<file path="src/rtl/hypot_pkg.sv">
// Shared widths, FSM state type and a width helper for the hypot scheduler.
package hypot_pkg;

  function automatic int unsigned clog2(input int unsigned v);
    int unsigned r;
    r = 0;
    while ((32'd1 << r) < v) r = r + 1;
    return r;
  endfunction

  localparam int unsigned DATA_W = 8;
  localparam int unsigned RES_W  = DATA_W + 1;
  localparam int unsigned SUM_W  = 2 * DATA_W + 1;
  localparam int unsigned SQ_W   = 2 * RES_W;
  localparam int unsigned K_W    = clog2(RES_W);

  typedef enum logic [1:0] {IDLE, LOAD, ITER, DONE} state_e;

endpackage

</file>
<file path="src/rtl/hypot_iter_core.sv">
// Bit-serial integer square root of x*x + y*y: one result bit per step, MSB first.
module hypot_iter_core
  import hypot_pkg::*;
(
  input  logic              clk,
  input  logic              rst,
  input  logic              start,
  input  logic              step,
  input  logic [DATA_W-1:0] x,
  input  logic [DATA_W-1:0] y,
  output logic              last_c,
  output logic [RES_W-1:0]  root
);

  logic [SUM_W-1:0] sum;
  logic [K_W-1:0]   k;
  logic [RES_W-1:0] trial_c;
  logic [SQ_W-1:0]  trial_sq_c;

  // Candidate root with the current bit set, squared at full width.
  always_comb begin
    trial_c    = root | (RES_W'(1) << k);
    trial_sq_c = SQ_W'(trial_c) * SQ_W'(trial_c);
  end

  assign last_c = (k == '0);

  always_ff @(posedge clk or posedge rst) begin
    if (rst) begin
      sum  <= '0;
      root <= '0;
      k    <= '0;
    end else if (start) begin
      sum  <= SUM_W'(x) * SUM_W'(x) + SUM_W'(y) * SUM_W'(y);
      root <= '0;
      k    <= K_W'(RES_W - 1);
    end else if (step) begin
      if (trial_sq_c <= SQ_W'(sum)) root <= trial_c;
      if (k != '0) k <= k - K_W'(1);
    end
  end

endmodule

</file>
<file path="src/rtl/hypot_sched.sv">
// Round-robin scheduler sharing one iterative magnitude engine between NREQ requesters.
module hypot_sched
  import hypot_pkg::*;
#(
  parameter  int unsigned NREQ = 4,
  localparam int unsigned ID_W = clog2(NREQ)
) (
  input  logic                   clk,
  input  logic                   rst,
  input  logic                   ena,
  input  logic [NREQ-1:0]        req_valid,
  input  logic [NREQ*DATA_W-1:0] req_x,
  input  logic [NREQ*DATA_W-1:0] req_y,
  output logic [NREQ-1:0]        req_ready,
  output logic                   out_valid,
  output logic [RES_W-1:0]       out_data,
  output logic [ID_W-1:0]        out_id,
  input  logic                   out_ready,
  output logic                   busy
);

  state_e            state, state_nxt;
  logic [DATA_W-1:0] x_q, y_q;
  logic [ID_W-1:0]   id_q;
  logic [ID_W-1:0]   rr_last;

  logic              grant_found_c;
  logic [ID_W-1:0]   grant_id_c;
  logic [DATA_W-1:0] sel_x_c, sel_y_c;
  logic              accept_c, transfer_c;
  logic              core_start_c, core_step_c, core_last_c;

  // Round-robin search starting one past the last served requester.
  always_comb begin : arb
    int unsigned idx;
    grant_found_c = 1'b0;
    grant_id_c    = '0;
    idx           = 0;
    for (int unsigned off = 1; off <= NREQ; off++) begin
      idx = (32'(rr_last) + off) % NREQ;
      if (!grant_found_c && req_valid[ID_W'(idx)]) begin
        grant_found_c = 1'b1;
        grant_id_c    = ID_W'(idx);
      end
    end
  end

  always_comb begin
    sel_x_c = '0;
    sel_y_c = '0;
    for (int unsigned i = 0; i < NREQ; i++) begin
      if (grant_id_c == ID_W'(i)) begin
        sel_x_c = req_x[i*DATA_W +: DATA_W];
        sel_y_c = req_y[i*DATA_W +: DATA_W];
      end
    end
  end

  always_ff @(posedge clk or posedge rst) begin
    if (rst) state <= IDLE;
    else     state <= state_nxt;
  end

  // Nothing advances and no handshake fires while disabled or in reset.
  always_comb begin
    state_nxt    = state;
    req_ready    = '0;
    out_valid    = 1'b0;
    accept_c     = 1'b0;
    transfer_c   = 1'b0;
    core_start_c = 1'b0;
    core_step_c  = 1'b0;
    if (ena && !rst) begin
      case (state)
        IDLE: begin
          if (grant_found_c) begin
            req_ready[grant_id_c] = 1'b1;
            accept_c              = 1'b1;
            state_nxt             = LOAD;
          end
        end
        LOAD: begin
          core_start_c = 1'b1;
          state_nxt    = ITER;
        end
        ITER: begin
          core_step_c = 1'b1;
          if (core_last_c) state_nxt = DONE;
        end
        DONE: begin
          out_valid = 1'b1;
          if (out_ready) begin
            transfer_c = 1'b1;
            state_nxt  = IDLE;
          end
        end
        default: state_nxt = IDLE;
      endcase
    end
  end

  always_ff @(posedge clk or posedge rst) begin
    if (rst) begin
      x_q     <= '0;
      y_q     <= '0;
      id_q    <= '0;
      rr_last <= ID_W'(NREQ - 1);
    end else begin
      if (accept_c) begin
        x_q  <= sel_x_c;
        y_q  <= sel_y_c;
        id_q <= grant_id_c;
      end
      if (transfer_c) rr_last <= id_q;
    end
  end

  hypot_iter_core u_core (
    .clk    (clk),
    .rst    (rst),
    .start  (core_start_c),
    .step   (core_step_c),
    .x      (x_q),
    .y      (y_q),
    .last_c (core_last_c),
    .root   (out_data)
  );

  assign out_id = id_q;
  assign busy   = (state != IDLE);

endmodule

</file>
<file path="config.mk">
export PLATFORM = sky130hd
export DESIGN_NAME = hypot_sched
export DESIGN_NICKNAME = d
export VERILOG_FILES = /design/src/rtl/hypot_pkg.sv /design/src/rtl/hypot_iter_core.sv /design/src/rtl/hypot_sched.sv
export SDC_FILE = /design/constraint.sdc
export NUM_CORES = 1
export LEC_CHECK = 0
export ABC_AREA = 1
export CAP_MARGIN = 10
export CORE_UTILIZATION = 24
export CTS_BUF_LIST = sky130_fd_sc_hd__clkbuf_4 sky130_fd_sc_hd__clkbuf_8
export DETAILED_ROUTE_END_ITERATION = 10
export PLACE_DENSITY_LB_ADDON = 0.25
export SYNTH_ARGS = -nofsm -noshare
export SYNTH_HDL_FRONTEND = slang
export SYNTH_HIERARCHICAL = 1
export SYNTH_SLANG_ARGS = --single-unit
</file>
<file path="constraint.sdc">
create_clock -name clk -period 9.9 [get_ports clk]
set_input_delay 2.475 -clock clk [delete_from_list [all_inputs] [get_ports clk]]
set_output_delay 2.475 -clock clk [all_outputs]
set_load 0.01 [all_outputs]
</file>
---- Word-level counts from Yosys, hierarchy flattened ----
Index checks and enable logic that the tools add are counted.
word-level totals
  register bits after elaboration ......... 52
  bits of input ports ..................... 72
  output and inout port bits .............. 17
  word-level logic and storage cells ...... 106
operators by class
  add/sub/neg operators ................... 6
  multiply operators ...................... 3
  magnitude comparators ................... 7
  equality and inequality tests ........... 9
  shift operators ......................... 1
  multiplexer cells ....................... 51
  bitwise gates (word level) .............. 1
  reduce and logical (&&, ||, !) cells .... 20
operators by type and width
  operator                                             count
  2-to-1 mux 8 bit                                     8
  multiplier 8 x 8 -> 16 bit                           2
  2-to-1 mux 9 bit                                     3
  2-to-1 mux 4 bit                                     6
  2-to-1 mux 1 bit                                     21
  <= comparator 18 x 17 -> 1 bit                       1
  multiplier 9 x 9 -> 18 bit                           1
  adder 16 x 16 -> 17 bit                              1
  < comparator 2 x 3 -> 1 bit (second input constant)  5
  2-to-1 mux 2 bit                                     7
  OR 9 bit                                             1
  << shifter 1 x 4 -> 9 bit (first input constant)     1
  binary-select mux 1 bit (select 2 bit)               4
  == test 2 bit (second input constant)                4
  one-hot mux 2 bit (4 select lines)                   1
  nonzero test 2 bit                                   4
  != test 2 bit (second input constant)                3
  logical AND 1 bit                                    5
  adder 2 x 1 -> 2 bit (second input constant)         2
  adder 2 bit (second input constant)                  2
  == test 2 x 1 -> 1 bit (second input constant)       2
  logical NOT 1 bit                                    4
  logical NOT 2 bit                                    2
  logical NOT 4 bit                                    1
  6 further kinds                                      7

---- Logic depth before layout (Yosys ltp) ----
  depth after elaboration ................. 20
  gate-level depth with buffers ........... 34
  gate-level depth less buffers ........... 34

---- By module ----
The synthesis kept the hierarchy.
by module, submodules not included
  module           times used  cells each  area an instance (um^2)  seq. area each (um^2)
  hypot_iter_core  1           974         7,475.9                  750.7
  hypot_sched      1           269         1,865.5                  553.0

---- Worst setup path before layout ----
No wires, ideal clock.
  path type ............................... input to output
  from .................................... input port rst
  to ...................................... output port req_ready[1]
  data arrival time ....................... 3,930 ps
  data required time ...................... 7,425 ps
  path slack .............................. 3,495 ps
  stages on the path ...................... 8
  buffers on the path ..................... 1
  cell sequence ........................... inv_1 > nand2_1 > inv_1 > nand3_2 > inv_2 > buf_2 > nand2_1 > nor2_1
between the ends
  word-level cells in the longest chain between the ends .. 3
RTL lines
  item                                RTL line           source
  from (decl)                         hypot_sched.sv:9   input logic rst,
  logical NOT 1 bit (no source line)  n/a
  logical AND 1 bit                   hypot_sched.sv:73  if (ena && !rst) begin
  2-to-1 mux 4 bit                    hypot_sched.sv:73
  to (decl)                           hypot_sched.sv:14  output logic [NREQ-1:0] req_ready,
No other way between the ends.

---- Worst setup path in the final report ----
  from .................................... input port req_valid[0]
  to ...................................... output port req_ready[1]
between the ends
  word-level cells in the longest chain between the ends .. 19
  elaborated cells on any way between the ends .. 30
  those cells by class .................... 2 x order compare; 21 x mux; 7 x reduce/logical
RTL lines
  item                                                                                               RTL line           source
  from (decl)                                                                                        hypot_sched.sv:11  input logic [NREQ-1:0] req_valid,
  binary-select mux 1 bit (select 2 bit)                                                             hypot_sched.sv:41  if (!grant_found_c && req_valid[ID_W'(idx)]) begin
  2-to-1 mux 1 bit (not written as such)                                                             hypot_sched.sv:41
  2-to-1 mux 1 bit                                                                                   hypot_sched.sv:41
  logical NOT 1 bit                                                                                  hypot_sched.sv:41
  logical AND 1 bit                                                                                  hypot_sched.sv:41
  2-to-1 mux 1 bit                                                                                   hypot_sched.sv:41
  logical NOT 1 bit                                                                                  hypot_sched.sv:41
  logical AND 1 bit                                                                                  hypot_sched.sv:41
  [... 3 more ...]                                                                                   n/a
  2-to-1 mux 2 bit                                                                                   hypot_sched.sv:41
  < comparator 2 x 3 -> 1 bit (not written as such) or >= comparator 2 x 1 -> 1 bit (tied branches)  hypot_sched.sv:77  req_ready[grant_id_c] = 1'b1;
  logical AND 1 bit (not written as such)                                                            hypot_sched.sv:77
  2-to-1 mux 1 bit (not written as such)                                                             hypot_sched.sv:77
  demux 1 bit (select 2 bit)                                                                         hypot_sched.sv:77
  2-to-1 mux 4 bit (*)                                                                               hypot_sched.sv:76  if (grant_found_c) begin
  2-to-1 mux 4 bit (*)                                                                               hypot_sched.sv:74  case (state)
  2-to-1 mux 4 bit (*)                                                                               hypot_sched.sv:73
Mark *: on every way between the ends. The rest lies on a longest branch, timed or not. The select of a mux whose other input is x is not followed.

==> metrics.md <==
| Metric | Value |
|---|---|
| Status | finished, final reports clean |
| Clk_lat worst skew | 0.34 ns |
| CP Launch Type | primary input |
| WL/cell | 12.0 µm |
| Hold Crit Class | reg2reg |
| Final Hold Fails | 0 |
| Post-route cell area | 10,800 µm² |
| RSZ-0062 raised after global routing | false |
| Vias/cell | 4.25 |
| Tcrit/Tclk final | 0.766 |
| Dpl cell area | 10,700 µm² |
| Tmin final | 7.58 ns |
| Diode count | 0 |
| Starting DRT DRC Count | 376 |
| Port Buf Inserts | 88 |
| Sink Count | 52 |
| Layout cells sized above 1 | 0.0428 |
| ANT nets after route | 0 |
| Register area share after synthesis | 0.140 |
| CP Max Fanout | 20 |
| Vias in the first global route | 7,962 |
| DRC | 0 |
| Hold Crit Endpoint | u_core/sum[9]$_DFFE_PP0P_ |
| Crit path DAT | 5.11 ns |
| Relative max-transition margin | 0.587 |
| Die height | 199 µm |
| Post-synth EDFFs | 0 |
| Area delta synth->final | 15.8% |
| Hold-fix buffers, CTS | 0 |
| Pre-antenna DRT Iters | 4 |
| Crit Reg-Reg Startpoint | u_core/k[0]$_DFFE_PP0P_ |
| Fin. max-slew vios | 0 |
| Syn. warnings | 6 |
| Die Wd | 199 µm |
| Largest cells by area after synthesis | fa_1, ha_1, dfrtp_1 |
| Global-route wire length before repair | 38,400 µm |
| Hold_sp | u_core/sum[9]$_DFFE_PP0P_ |
| CTS clk-pin slew, worst paths | 0.10 ns |
| Sequential Area | 1300 µm² |
| Synth top area share | 0.236 |
| CTS Buf Count | 5 |
| Asr flop ratio synth | 1.00 |
| Critical path class | in2out |
| Commonest register cell after synthesis | dfrtp_1 |
| Largest net degree at the start of global routing | 38 |
| Worst Path Required | 7.43 ns |
| Worst reg-to-reg path cell count | 26 |
| CTS tree | yes |
| GRT Total Usage | 0.119 |
| Total Wirelength | 21,800 µm |
| Count of state elements after synthesis | 52 |
| Number of H-tree levels | 2 |
| Initial antenna violation count | 0 |
| # fillers | 4,286 |
| Max clock buf depth | 2 |
| Post-DP HPWL | 18,500 µm |
| CORE AREA | 38,000 µm² |
| Vias post-DR | 7,723 |
| Fin util | 0.285 |
| Footprint of the multi-input gates | 6680 µm² |
| Hold depth | 2 |
| Ports | 89 |
| Syn nets | 1,542 |
| Fmax | 0.132 GHz |
| Resized Gates After CTS | 0 |
| GR Overflow Total | 0 |
| Postcts setup bufs | 0 |
| Actual slew at the worst max-slew pin | 0.619 ns |
| Max Cap Violations | 0 |
| Post-Route Skew | 0.0172 ns |
| Cell variety after synth | 45 |
| Setup Viol. Count Final | 0 |
| Post-synth top area cell | fa_1 |
| Initial core utilization | 0.246 |
| Hold slack | 0.497 ns |
| R2R Path End | u_core/root[2]$_DFFE_PP0P_ |
| Row cnt | 71 |
| DIE AREA | 39,700 µm² |
| Netlist Area Pre-Place | 9340 µm² |
| Clock Tree Root | clkbuf_8 |
| TNS Setup | 0 ns |
| Nets | 1,606 |
| Avg Synthesized Cell Area | 7.52 µm² |
| Critical path capture point type | output pin |
| Routability Congestion | 0.811 |
| R2r setup slk | 3.75 ns |
| Syn Inst Count | 1,243 |
==> through the flow <==
stage | setup slack [ns] | instances
2_1_floorplan | 3.50 | 1243
3_3_place_gp | 2.35 | 1811
3_5_place_dp | 2.28 | 1811
4_1_cts | 2.26 | 1819
5_1_grt | 1.97 | 1819
6_report | 2.32 | 1819
==> sequential cells by signal (all words and copies together), names as in the netlist <==
| name | count |
|---|---|
| out_id | 2 |
| rr_last | 2 |
| state | 2 |
| u_core/k | 4 |
| u_core/root | 9 |
| u_core/sum | 17 |
| x_q | 8 |
| y_q | 8 |
==> cell type report <==
type / instances / share of cell area
clock inverter: 1 / 0.000694
timing repair buffer: 91 / 0.0835
clock buffer: 7 / 0.00833
multi-input combinational: 839 / 0.618
inverter: 318 / 0.110
tap: 511 / 0.0591
sequential: 52 / 0.121
==> synthesized netlist by cell type (9+ instances only) <==
master and count:
clkbuf_1 20, buf_2 9, xor2_1 17, inv_1 306, ha_1 117, fa_1 110
xnor2_1 12, nor2_1 39, nand2_2 10, nand3_1 70, nand4_1 40, inv_2 10
o21ai_0 34, a21oi_1 41, dfrtp_1 50, nand2_1 299
==> how the worst max path moves through the flow <==
stage	start	to	slack [ns]
5_1_grt	rst	req_ready[1]	1.97
3_3_place_gp	req_valid[0]	req_ready[1]	2.35
3_5_place_dp	rst	req_ready[3]	2.28
2_1_floorplan	rst	req_ready[1]	3.50
4_1_cts	rst	req_ready[1]	2.26
6_report	req_valid[0]	req_ready[1]	2.32
==> kinds of logic after synthesis <==
kind of cell | after synthesis | synth area share
compound gates | 98 | 0.0585
xor+xnor | 29 | 0.0272
fa+ha+maj | 227 | 0.392
buf+inv | 352 | 0.145
flops | 52 | 0.140
simple gates | 485 | 0.237
==> layout by cell type (no fill, tap or decap), types with 2 or more instances in the layout <==
cell	synthesis	final
fa_1	110	110
dfstp_2	2	2
xor2_1	17	17
clkinv_1	2	2
inv_2	10	10
a31oi_1	3	3
nor2_4	2	2
a21oi_1	41	41
buf_4	3	3
o21ai_0	34	34
a21o_1	5	5
clkbuf_8	0	6
nand4_1	40	40
nand2_2	10	10
dfrtp_1	50	50
nand2_4	2	2
nor2_8	2	2
clkdlybuf4s50_1	0	88
xnor2_1	12	12
o22ai_1	4	4
nor2_1	39	38
inv_1	306	306
and3_1	2	2
nand3_1	70	70
ha_1	117	117
nand2_1	299	299
nor2_2	2	3
o31ai_1	2	2
o21ai_1	3	3
nand3_2	4	4
nor3_1	5	5
or2_2	2	2
==> critical path, cell delays in order <==
cell and delay, ns:
clkdlybuf4s50_1 0.51, nand2_2 0.07, nand2_2 0.11, nand2_1 0.06, nand2_1 0.11, inv_2 0.08, nand2_1 0.07, nor2_1 0.04
inv_2 0.06, nand3_2 0.29, inv_2 0.39, nand2_1 0.16, nor2_1 0.13, clkdlybuf4s50_1 0.55
==> routing by layer <==
metal	GRT usage	wire, µm	up-vias	share of wire
li1	-	-	3915	-
met1	0.164	10600	3669	0.49
met2	0.200	10300	124	0.47
met3	0.0101	649	15	0.030
met4	0.0242	240	0	0.011
met5	0	0	-	0
Power is not shown: default switching activity piles up to over one toggle a cycle in this logic, so the estimate is an artifact.
==> RTL change (same flow settings) <==
The 4 states of `state_e` get a one-hot encoding in 4 bits.
--- a/src/rtl/hypot_pkg.sv
+++ b/src/rtl/hypot_pkg.sv
@@ -14,7 +14,7 @@
   localparam int unsigned SQ_W   = 2 * RES_W;
   localparam int unsigned K_W    = clog2(RES_W);
 
-  typedef enum logic [1:0] {IDLE, LOAD, ITER, DONE} state_e;
+  typedef enum logic [3:0] {IDLE = 4'b0001, LOAD = 4'b0010, ITER = 4'b0100, DONE = 4'b1000} state_e;
 
 endpackage
 
Behaviour: no difference found for any inputs over 4 cycles, from zero or initial values and one cycle with rst high; so few cycles prove little.
==> RTL change against the unedited design <==
Sequential share of layout area rose by 0.35 points; final cell count rose by 2.5%; setup slack got worse by 71 ps; die area rose by 1.0%; wire length rose by 1.6%; hold slack got worse by 0.85 ps; final area rose by 0.99%; area after synthesis rose by 1.0%; global-route usage fell by 0.13 points; sequential cell count rose by 2; count of clock-buffer cells in the layout fell by 1.
Power is left out: the tool's default activity adds up to more than one toggle a clock period on the data nets, which glitch-free logic cannot reach.
==> RTL change: results (changes against the unedited design) <==
| Metric | Value |
|---|---|
| Largest net degree at the start of global routing | `35 (was 38)` |
| Vias in the first global route | `8103 (was 7962)` |
| DRT Wirelength | `22.1 mm (was 21.8 mm)` |
| Total number of vias | `7679 (was 7723)` |
| Routability cong. | `0.798 (was 0.811)` |
| Synth cell types | `41 (was 45)` |
| Synth Flop Type | `dfrtp_1 (unchanged)` |
| Ys Warns | `6 (unchanged)` |
| Pre-Repair DR Iteration Count | `5 (was 4)` |
| Crit-path max cell delay | `690 ps (was 550 ps)` |
| Clk_lat worst skew | `330 ps` |
| Share of layout cells above drive strength 1 | `3.86% (was 4.28%)` |
| FILL cells | `4333 (was 4286)` |
| Iteration-0 DRC Markers | `287 (was 376)` |
| Synth top area cells | `fa_1 23%, ha_1 15%, dfrtp_1 14%, inv_1 13%, nand2_1 12% (was fa_1 24%, ha_1 16%, dfrtp_1 13%, inv_1 12%, nand2_1 12%)` |
| Dpl hpwl | `18.9 mm (was 18.5 mm)` |
| Post-synth EDFFs | `0 (unchanged)` |
| Initial antenna violation count | `0 (unchanged)` |
| Vias/cell | `4.12 (was 4.25)` |
| Synth top cells by count | `324 x inv_1, 306 x nand2_1, 112 x ha_1, 110 x fa_1, 80 x nand3_1 (was 306 x inv_1, 299 x nand2_1, 117 x ha_1, 110 x fa_1, 70 x nand3_1)` |
| Input/output buffers | `88 (unchanged)` |
| Min-Delay Path Depth | `2 (unchanged)` |
| Post-synth net total | `1574 (was 1542)` |
| H-tree depth | `2 (unchanged)` |
| Clock Tree Root | `clkbuf_8 (unchanged)` |
| Post-CTS resize count | `0 (unchanged)` |
| Largest registers | `u_core/sum x17, u_core/root x9 (unchanged)` |
| Min-Delay Path Class | `reg2reg (unchanged)` |
| Postcts setup bufs | `0 (unchanged)` |
| Worst Path Arrival | `5180 ps (was 5110 ps)` |
| Setup violations, final | `0 (unchanged)` |
| Clock slew at reported path FFs | `100 ps (about the same)` |
| Slowest cell on the critical path | `inv_1 (was clkdlybuf4s50_1)` |
| Worst r2r path cells | `33 (was 26)` |
| Syn_area_per_cell | `7.37 um^2 (was 7.52 um^2)` |
| Register area share after synthesis | `14.4% (was 14.0%)` |
| Status | `completed (unchanged)` |
| Placed cells | `1856 (was 1811)` |
| Global-route wire length before repair | `39.0 mm (was 38.4 mm)` |
| CTS Buffer Depth | `2 (unchanged)` |
| All-layer global routing usage | `11.7% (was 11.9%)` |
| Crit Path Max Fanout | `28 (was 20)` |
| Ys async rst share | `100% (unchanged)` |
| Antenna diodes | `0 (unchanged)` |
| Reg-to-reg slack, setup | `3650 ps (was 3750 ps)` |
| CP delay by family, top | `buffers and inverters (unchanged)` |
| Worst slew margin | `36.8% (was 58.7%)` |
| Worst-case clock skew | `11.2 ps (was 17.2 ps)` |
| Num CTS Buffers | `5 (unchanged)` |
-- RTL change: changes by cell type in the layout (fill, tap and decap cells not counted), sizes merged, moves of 8 or more --
cell   change
nand4     -26
inv       +15
nand3      +8
nand2      +8
a21oi     +12
nor2       +9
-- RTL change: final cells by class --
class                           count  area share (%)
Clock buffer                        6           0.699
Clock inverter                      2           0.344
Inverter                          334            11.5
Multi-Input combinational cell    859            60.9
Sequential cell                    54            12.4
Tap cell                          518            5.93
Timing Repair Buffer               91            8.27
-- RTL change: path summary, 6_finish.rpt --
kind	startpoint	endpoint
min in group asynchronous	rst	u_core/sum[0]
min	u_core/sum[10]	u_core/sum[10]
max in group asynchronous	rst	y_q[2]
max	rst	req_ready[1]
max reg2reg	u_core/k[0]	u_core/root[8]
min reg2reg	u_core/sum[10]	u_core/sum[10]
-- RTL change: stage by stage --
step	util (%)	setup slack (ps)	instance area (um^2)	hold WS [ps]
after floorplan	-	3380	9440	447
after global placement	27.9	2250	10800	464
after detailed placement	27.9	2180	10800	476
after CTS	28.2	2180	10900	503
after global routing	28.2	1910	10900	540
final	28.2	2250	10900	497
-- RTL change: layer usage --
layer  wire length (um)  track usage, %  share of wire (%)
met1              10600            15.4                 48
met2              10800            20.7                 49
met3                531            1.51                2.4
met4                207            2.02               0.94
met5                  0               0                  0
-- RTL change: logic make-up (layout without fill, tap and decap cells) --
group,after synthesis,in the layout,synth area share [%]
and+or+nand+nor,497,497,23.1
buffers and inverters,367,433,15.2
adders and majority gates,222,222,38.2
AOI/OAI and AO/OA,111,111,6.48
DFF,54,54,14.4
xor gates and xnor gates,29,29,2.69
-- RTL change: worst register-to-register path: cells and delay by family (launching register included) --
kind	cells	cell delay (ps)
simple gates	13	1290
flops	1	400
xor+xnor	2	340
compound gates	4	720
fa+ha+maj	7	2870
buf+inv	7	600
